===== src/rtl/iob_fifo_sync_asym_pkg.sv =====
// Shared definitions for the asymmetric synchronous FIFO.
//
// Purpose:
//   - IOB_MAX / IOB_MIN macros, so the wrapper, the bank mapper and any
//     bench can derive MAXDATA_W / MINDATA_W in exactly the same way.
//   - The width-ratio mode enum and small constant functions that derive the
//     bank count and the bank address width from the user parameters.
// Ports: none (package only).

`ifndef IOB_MAX
`define IOB_MAX(a, b) (((a) > (b)) ? (a) : (b))
`endif

`ifndef IOB_MIN
`define IOB_MIN(a, b) (((a) < (b)) ? (a) : (b))
`endif

package iob_fifo_sync_asym_pkg;

    // Which side of the FIFO is the wide one. Selects the bank mapping.
    typedef enum logic [1:0] {
        ASYM_EQUAL  = 2'd0,
        ASYM_W_WIDE = 2'd1,
        ASYM_R_WIDE = 2'd2
    } asym_mode_e;

    function automatic asym_mode_e asym_mode(input int w_data_w, input int r_data_w);
        if (w_data_w > r_data_w) begin
            return ASYM_W_WIDE;
        end else if (r_data_w > w_data_w) begin
            return ASYM_R_WIDE;
        end
        return ASYM_EQUAL;
    endfunction

    // Number of MINDATA_W-wide banks needed to hold one maximum-width word.
    function automatic int bank_count(input int w_data_w, input int r_data_w);
        return `IOB_MAX(w_data_w, r_data_w) / `IOB_MIN(w_data_w, r_data_w);
    endfunction

    // Address width of each individual bank.
    function automatic int bank_addr_w(input int addr_w, input int w_data_w, input int r_data_w);
        return addr_w - $clog2(bank_count(w_data_w, r_data_w));
    endfunction

endpackage


===== src/rtl/iob_ram_2p_asym.sv =====
// Bank mapper between the FIFO pointers and N external MINDATA_W-wide
// dual-port RAM banks.
//
// Purpose:
//   Splits the FIFO write/read pointers into per-bank addresses and lane
//   selects, fans write data out to the banks and muxes/concatenates the bank
//   read data into one read word. The RAM itself lives outside this module.
//
// Ports:
//   clk, rst           clock, asynchronous active-high reset
//   w_en_i             accepted write (already gated by w_full)
//   w_addr_i           FIFO write pointer (W_ADDR_W bits)
//   w_data_i           write word (W_DATA_W bits)
//   r_en_i             accepted read (already gated by r_empty)
//   r_addr_i           FIFO read pointer (R_ADDR_W bits)
//   ext_mem_*_o/_i     per-bank RAM interface, read data registered by RAM
//   r_data_o           read word (R_DATA_W bits), valid cycle after r_en_i

module iob_ram_2p_asym
    import iob_fifo_sync_asym_pkg::*;
#(
    parameter  int W_DATA_W  = 32,
    parameter  int R_DATA_W  = 8,
    parameter  int ADDR_W    = 4,
    localparam int MAXDATA_W = `IOB_MAX(W_DATA_W, R_DATA_W),
    localparam int MINDATA_W = `IOB_MIN(W_DATA_W, R_DATA_W),
    localparam int N         = MAXDATA_W / MINDATA_W,
    localparam int MINADDR_W = ADDR_W - $clog2(N),
    localparam int W_ADDR_W  = (W_DATA_W == MAXDATA_W) ? MINADDR_W : ADDR_W,
    localparam int R_ADDR_W  = (R_DATA_W == MAXDATA_W) ? MINADDR_W : ADDR_W
) (
    input  logic                      clk,
    input  logic                      rst,
    input  logic                      w_en_i,
    input  logic [W_ADDR_W-1:0]       w_addr_i,
    input  logic [W_DATA_W-1:0]       w_data_i,
    input  logic                      r_en_i,
    input  logic [R_ADDR_W-1:0]       r_addr_i,
    output logic [N-1:0]              ext_mem_w_en_o,
    output logic [N*MINADDR_W-1:0]    ext_mem_w_addr_o,
    output logic [N*MINDATA_W-1:0]    ext_mem_w_data_o,
    output logic                      ext_mem_r_en_o,
    output logic [N*MINADDR_W-1:0]    ext_mem_r_addr_o,
    input  logic [N*MINDATA_W-1:0]    ext_mem_r_data_i,
    output logic [R_DATA_W-1:0]       r_data_o
);

    localparam int         LOG2N = $clog2(N);
    localparam asym_mode_e MODE  = asym_mode(W_DATA_W, R_DATA_W);

    // Banks only read on an accepted read, so their registered outputs hold
    // the last word until the next accepted read.
    assign ext_mem_r_en_o = r_en_i;

    generate
        if (MODE == ASYM_W_WIDE) begin : g_w_wide
            // One write fills every bank at the same row; the read pointer's
            // low bits pick the lane, its high bits the row.
            logic [LOG2N-1:0] lane_sel_q;

            // Lane select is captured with the read so it lines up with the
            // bank data that appears one cycle later, and is held with it.
            always_ff @(posedge clk or posedge rst) begin
                if (rst) begin
                    lane_sel_q <= '0;
                end else if (r_en_i) begin
                    lane_sel_q <= r_addr_i[LOG2N-1:0];
                end
            end

            assign ext_mem_w_en_o   = {N{w_en_i}};
            assign ext_mem_w_addr_o = {N{w_addr_i}};
            assign ext_mem_w_data_o = w_data_i;
            assign ext_mem_r_addr_o = {N{r_addr_i[R_ADDR_W-1 -: MINADDR_W]}};
            assign r_data_o         = ext_mem_r_data_i[int'(lane_sel_q)*MINDATA_W +: MINDATA_W];
        end else if (MODE == ASYM_R_WIDE) begin : g_r_wide
            // Narrow writes go round-robin across banks (low pointer bits pick
            // the bank), so one row across all banks forms a full read word
            // with the oldest narrow word in bank 0.
            logic [LOG2N-1:0] w_bank;
            logic             unused_clk_rst;

            assign unused_clk_rst = clk ^ rst;
            assign w_bank         = w_addr_i[LOG2N-1:0];

            always_comb begin
                ext_mem_w_en_o         = '0;
                ext_mem_w_en_o[w_bank] = w_en_i;
            end

            assign ext_mem_w_addr_o = {N{w_addr_i[W_ADDR_W-1 -: MINADDR_W]}};
            assign ext_mem_w_data_o = {N{w_data_i}};
            assign ext_mem_r_addr_o = {N{r_addr_i}};
            assign r_data_o         = ext_mem_r_data_i;
        end else begin : g_equal
            logic unused_clk_rst;

            assign unused_clk_rst   = clk ^ rst;
            assign ext_mem_w_en_o   = w_en_i;
            assign ext_mem_w_addr_o = w_addr_i;
            assign ext_mem_w_data_o = w_data_i;
            assign ext_mem_r_addr_o = r_addr_i;
            assign r_data_o         = ext_mem_r_data_i;
        end
    endgenerate

endmodule


===== src/rtl/iob_fifo_sync_asym.sv =====
// Single-clock FIFO with independent write and read widths.
//
// Purpose:
//   Keeps the write/read pointers, the occupancy level (in MINDATA_W units)
//   and the registered full/empty flags, gates requests into accepted
//   operations, and drives external RAM banks through iob_ram_2p_asym.
//
// Ports:
//   clk, rst          clock, asynchronous active-high reset
//   ext_mem_*         N external MINDATA_W x 2^MINADDR_W dual-port banks
//   w_en, w_data      write request and W_DATA_W word; dropped when w_full
//   w_full            fewer than W_DATA_W/MINDATA_W free units
//   r_en              read request; dropped when r_empty
//   r_data            R_DATA_W word, valid the cycle after an accepted read
//   r_empty           fewer than R_DATA_W/MINDATA_W stored units
//   level             occupancy in MINDATA_W units (0 .. 2^ADDR_W)

module iob_fifo_sync_asym
    import iob_fifo_sync_asym_pkg::*;
#(
    parameter  int W_DATA_W  = 32,
    parameter  int R_DATA_W  = 8,
    parameter  int ADDR_W    = 4,
    localparam int MAXDATA_W = `IOB_MAX(W_DATA_W, R_DATA_W),
    localparam int MINDATA_W = `IOB_MIN(W_DATA_W, R_DATA_W),
    localparam int N         = MAXDATA_W / MINDATA_W,
    localparam int MINADDR_W = ADDR_W - $clog2(N),
    localparam int W_ADDR_W  = (W_DATA_W == MAXDATA_W) ? MINADDR_W : ADDR_W,
    localparam int R_ADDR_W  = (R_DATA_W == MAXDATA_W) ? MINADDR_W : ADDR_W
) (
    input  logic                      clk,
    input  logic                      rst,
    output logic [N-1:0]              ext_mem_w_en,
    output logic [N*MINADDR_W-1:0]    ext_mem_w_addr,
    output logic [N*MINDATA_W-1:0]    ext_mem_w_data,
    output logic                      ext_mem_r_en,
    output logic [N*MINADDR_W-1:0]    ext_mem_r_addr,
    input  logic [N*MINDATA_W-1:0]    ext_mem_r_data,
    input  logic                      w_en,
    input  logic [W_DATA_W-1:0]       w_data,
    output logic                      w_full,
    input  logic                      r_en,
    output logic [R_DATA_W-1:0]       r_data,
    output logic                      r_empty,
    output logic [ADDR_W:0]           level
);

    localparam int LVL_W = ADDR_W + 1;

    // Units consumed/freed per operation, and the level above which a whole
    // write word would no longer fit.
    localparam logic [LVL_W-1:0] W_INC    = LVL_W'(W_DATA_W / MINDATA_W);
    localparam logic [LVL_W-1:0] R_INC    = LVL_W'(R_DATA_W / MINDATA_W);
    localparam logic [LVL_W-1:0] FULL_THR = LVL_W'((1 << ADDR_W) - (W_DATA_W / MINDATA_W));

    logic [W_ADDR_W-1:0] w_ptr_q, w_ptr_d;
    logic [R_ADDR_W-1:0] r_ptr_q, r_ptr_d;
    logic [LVL_W-1:0]    level_q, level_d;
    logic                w_full_q, w_full_d;
    logic                r_empty_q, r_empty_d;
    logic                acc_w, acc_r;

    assign acc_w = w_en & ~w_full_q;
    assign acc_r = r_en & ~r_empty_q;

    // Both operations may land in the same cycle; the flags are computed from
    // the post-update level so they are correct in the very next cycle.
    always_comb begin
        w_ptr_d = w_ptr_q;
        r_ptr_d = r_ptr_q;
        level_d = level_q;
        if (acc_w) begin
            w_ptr_d = w_ptr_q + W_ADDR_W'(1);
            level_d = level_d + W_INC;
        end
        if (acc_r) begin
            r_ptr_d = r_ptr_q + R_ADDR_W'(1);
            level_d = level_d - R_INC;
        end
        w_full_d  = (level_d > FULL_THR);
        r_empty_d = (level_d < R_INC);
    end

    always_ff @(posedge clk or posedge rst) begin
        if (rst) begin
            w_ptr_q   <= '0;
            r_ptr_q   <= '0;
            level_q   <= '0;
            w_full_q  <= 1'b0;
            r_empty_q <= 1'b1;
        end else begin
            w_ptr_q   <= w_ptr_d;
            r_ptr_q   <= r_ptr_d;
            level_q   <= level_d;
            w_full_q  <= w_full_d;
            r_empty_q <= r_empty_d;
        end
    end

    assign w_full  = w_full_q;
    assign r_empty = r_empty_q;
    assign level   = level_q;

    iob_ram_2p_asym #(
        .W_DATA_W (W_DATA_W),
        .R_DATA_W (R_DATA_W),
        .ADDR_W   (ADDR_W)
    ) u_ram (
        .clk              (clk),
        .rst              (rst),
        .w_en_i           (acc_w),
        .w_addr_i         (w_ptr_q),
        .w_data_i         (w_data),
        .r_en_i           (acc_r),
        .r_addr_i         (r_ptr_q),
        .ext_mem_w_en_o   (ext_mem_w_en),
        .ext_mem_w_addr_o (ext_mem_w_addr),
        .ext_mem_w_data_o (ext_mem_w_data),
        .ext_mem_r_en_o   (ext_mem_r_en),
        .ext_mem_r_addr_o (ext_mem_r_addr),
        .ext_mem_r_data_i (ext_mem_r_data),
        .r_data_o         (r_data)
    );

endmodule


===== config.mk =====
export PLATFORM = sky130hd
export DESIGN_NAME = iob_fifo_sync_asym
export DESIGN_NICKNAME = d
export VERILOG_FILES = /design/src/rtl/iob_fifo_sync_asym_pkg.sv /design/src/rtl/iob_ram_2p_asym.sv /design/src/rtl/iob_fifo_sync_asym.sv
export SDC_FILE = /design/constraint.sdc
export NUM_CORES = 1
export LEC_CHECK = 0
export CAP_MARGIN = 20
export CORE_MARGIN = 4
export CORE_UTILIZATION = 30
export DETAILED_ROUTE_END_ITERATION = 6
export GPL_ROUTABILITY_DRIVEN = 0
export PLACE_DENSITY_LB_ADDON = 0.05
export SYNTH_ARGS = -nofsm -noshare
export SYNTH_HDL_FRONTEND = slang
export SYNTH_SLANG_ARGS = --single-unit

===== constraint.sdc =====
create_clock -name clk -period 2.4 [get_ports clk]
set_input_delay 0.24 -clock clk [delete_from_list [all_inputs] [get_ports clk]]
set_output_delay 0.24 -clock clk [all_outputs]
set_load 0.05 [all_outputs]

==> Flow_metrics.wiki <==
{| class="wikitable"
! Metric !! Value
|-
| Outcome || finished clean
|-
| Area post-placement || 1740 µm²
|-
| Final setup margin || 0.130 ns
|-
| Final hold viol count || 0
|-
| Number of buffers between clock root and the deepest sink || 2
|-
| Vias per inst || 4.74
|-
| CTS tree || yes
|-
| Critical path data arrival time || 2.03 ns
|-
| Post-detailed-placement half-perimeter wirelength || 2620 µm
|-
| Row count || 24
|-
| Starting DRT DRC Count || 15
|-
| Post-route setup TNS || 0 ns
|-
| Pin count of the biggest net entering global routing || 16
|-
| R2R Path Start || level[0]
|-
| Area contributors post-synth || sky130_fd_sc_hd__buf_4 28%, sky130_fd_sc_hd__dfrtp_1 26%, sky130_fd_sc_hd__mux4_2 13%
|-
| Post-CTS Setup Bufs || 0
|-
| Die boundary height || 75.2 µm
|-
| Count of flip-flops with a built-in enable after synthesis || 0
|-
| Cts hold-fix bufs || 0
|-
| Sequential cell area fraction in the yosys report || 27.8%
|-
| FFs w/ async S/R, synth || 100%
|-
| Min Tclk post-route || 2.27 ns
|-
| Detailed-routing iteration count for the pre-antenna-repair pass || 4
|-
| Number of remaining DRC errors || 0
|-
| Final critical-path share of the clock period || 94.6%
|-
| Clock buffers created by TritonCTS || 3
|-
| Nets || 229
|-
| Most common cell after layout, fill and taps aside || sky130_fd_sc_hd__clkdlybuf4s50_1
|-
| Element type at the critical path start || register
|-
| Core Region || 4350 µm²
|-
| Final setup viols || 0
|-
| Worst Setup End Kind || output port
|-
| Register bit total from synthesis || 15
|-
| Total instance count after detailed placement || 205
|-
| Max Clk Rate || 441 MHz
|-
| Area share of the largest cell type after synthesis || 27.7%
|-
| Area grow syn2layout || 31.9%
|-
| Routed len/inst || 15.6 µm
|-
| Worst min-delay path category || input pin to asynchronous set/reset pin
|-
| Cells resized by post-CTS repair || 0
|-
| Commonest non-fill, non-tap cells in the layout || 65 x sky130_fd_sc_hd__clkdlybuf4s50_1, 14 x sky130_fd_sc_hd__dfrtp_1, 12 x sky130_fd_sc_hd__nand2_1, 8 x sky130_fd_sc_hd__mux4_2, 8 x sky130_fd_sc_hd__buf_4
|-
| Worst setup path startpoint || u_ram.g_w_wide.lane_sel_q[0]
|-
| Antenna viol nets, final || 0
|-
| Distinct cell type count after synthesis || 36
|-
| Number of inserted filler cells in the final layout || 427
|-
| Required time at the endpoint of the critical path || 2.16 ns
|-
| Prevailing post-synth register cell || sky130_fd_sc_hd__dfrtp_1
|-
| RSZ-0062 raised after global routing || false
|-
| Finished Layout Cells || 209
|-
| Netlist area before placement || 1360 µm²
|-
| Depth of the CTS H-tree || 1
|-
| Chip width || 75.2 µm
|-
| Library cell with the largest summed area after synthesis || sky130_fd_sc_hd__buf_4
|-
| Via count of the first global-routing pass || 1016
|-
| Number of I/O port buffers || 71
|-
| Design Area, Final || 1790 µm²
|-
| Transition time at the pin with the least slew margin || 0.586 ns
|-
| Maximum capacitance violations || 0
|-
| Clock latency reported for the late side of the worst-skew pair || 0.24 ns
|-
| Final number of max-transition violations || 0
|-
| Total power per unit cell area || 1690 nW/µm²
|-
| Post-Place Worst Slack || 0.302 ns
|-
| Max IR drop VDD || 0.524 mV
|-
| Starting utilization of the core area || 31.1%
|-
| Gate Count Post-Synth || 133
|-
| Clock Sinks || 15
|-
| Antenna violations before repair || 0
|-
| Overall global routing resource usage || 10.8%
|-
| Floorplan die area || 5660 µm²
|-
| Relative slew slack || 60.9%
|-
| Ant. Diodes || 0
|-
| Synthesized net count || 204
|-
| Routed WL || 3260 µm
|-
| Synthesized area per cell || 10.2 µm²
|-
| Leakage Power || 0.731 nW
|-
| Share of the core filled with cells in the final layout || 41.0%
|-
| Proportion of layout cells with a drive suffix above 1 || 16.6%
|-
| Via count of the routed design || 991
|-
| Total global routing overflow || 0
|-
| Post-Route Skew || 0.00333 ns
|-
| Register clock-pin slew on the reported worst setup and hold paths || 0.06 ns
|-
| CP Max Fanout || 8
|-
| Setup Crit Path Kind || register to output port
|-
| Warning count from the yosys run || 0
|-
| Boundary pin count || 136
|-
| Cell chosen for the clock root || sky130_fd_sc_hd__clkbuf_8
|-
| Wire length of the first global-routing pass || 4640 µm
|}
-- where the power goes --
part           internal [mW]  switching, mW
clock network          0.117         0.0883
registers              0.381          0.163
logic                  0.860           1.41
total                   1.36           1.66
-- state kept, by name, indices dropped and copies added, names as in the netlist --
signal and cells:
level 5, r_empty 1, r_ptr_q 4, u_ram.g_w_wide.lane_sel_q 2, w_full 1, w_ptr_q 2
-- synth_stat cells (2+ instances only) --
| cell type | number |
|---|---|
| sky130_fd_sc_hd__a21oi_1 | 2 |
| sky130_fd_sc_hd__inv_1 | 5 |
| sky130_fd_sc_hd__nor2_1 | 2 |
| sky130_fd_sc_hd__mux4_2 | 8 |
| sky130_fd_sc_hd__xnor2_1 | 6 |
| sky130_fd_sc_hd__buf_4 | 50 |
| sky130_fd_sc_hd__nand3b_1 | 2 |
| sky130_fd_sc_hd__ha_1 | 3 |
| sky130_fd_sc_hd__buf_2 | 2 |
| sky130_fd_sc_hd__nand2_1 | 12 |
| sky130_fd_sc_hd__dfrtp_1 | 14 |
| sky130_fd_sc_hd__nand2b_1 | 2 |
| sky130_fd_sc_hd__o31ai_1 | 2 |
-- metrics by stage --
step | power (mW) | hold slack (ns)
global route | 3.19 | 0.427
finish | 3.02 | 0.363
detailed placement | 2.85 | 0.477
floorplan | 2.44 | 0.141
global placement | 2.83 | 0.467
CTS | 3.06 | 0.404
-- path summary, 6_finish.rpt --
kind,endpoint,depth (start not counted),slack (ns)
worst max-delay path,r_data[0],3,0.13
worst min-delay path,u_ram.g_w_wide.lane_sel_q[1],2,0.36
worst max register to register,r_empty,6,0.31
worst min register to register,u_ram.g_w_wide.lane_sel_q[0],2,0.48
max in group asynchronous,level[2],2,1.66
min in group clk,u_ram.g_w_wide.lane_sel_q[0],2,0.48
-- worst max-delay path, cell delays in order (launching register included) --
cell	delay, ns
sky130_fd_sc_hd__dfrtp_1	0.34
sky130_fd_sc_hd__buf_4	0.21
sky130_fd_sc_hd__mux4_2	0.52
sky130_fd_sc_hd__clkdlybuf4s50_1	0.71
-- per-layer routing --
layer	share of wire [%]	global-route usage, %	vias to the layer above
li1	-	-	455
met2	48	20.0	69
met5	0	0	-
met3	15	4.14	17
met1	35	10.8	450
met4	2.5	4.66	0
-- cell type report --
| cell class | instances | area, µm² | share of cell area (%) |
|---|---|---|---|
| Clock buffer | 4 | 45.0 | 2.52 |
| Sequential cell | 15 | 377 | 21.1 |
| Multi-Input combinational cell | 59 | 567 | 31.7 |
| Timing Repair Buffer | 73 | 711 | 39.8 |
| Tap cell | 52 | 65.1 | 3.64 |
| Inverter | 6 | 22.5 | 1.26 |
-- cells by family after synthesis --
| logic type | after synthesis | share of synthesized area, % |
|---|---|---|
| flip-flops | 15 | 27.8 |
| adder cells (fa/ha/maj) | 3 | 2.77 |
| AO/OA/AOI/OAI | 8 | 4.71 |
| AND/OR/NAND/NOR | 32 | 14.8 |
| multiplexers | 9 | 14.0 |
| XOR/XNOR | 7 | 5.54 |
| buffers and inverters | 59 | 30.4 |
Power figures use the tool's default switching activity.
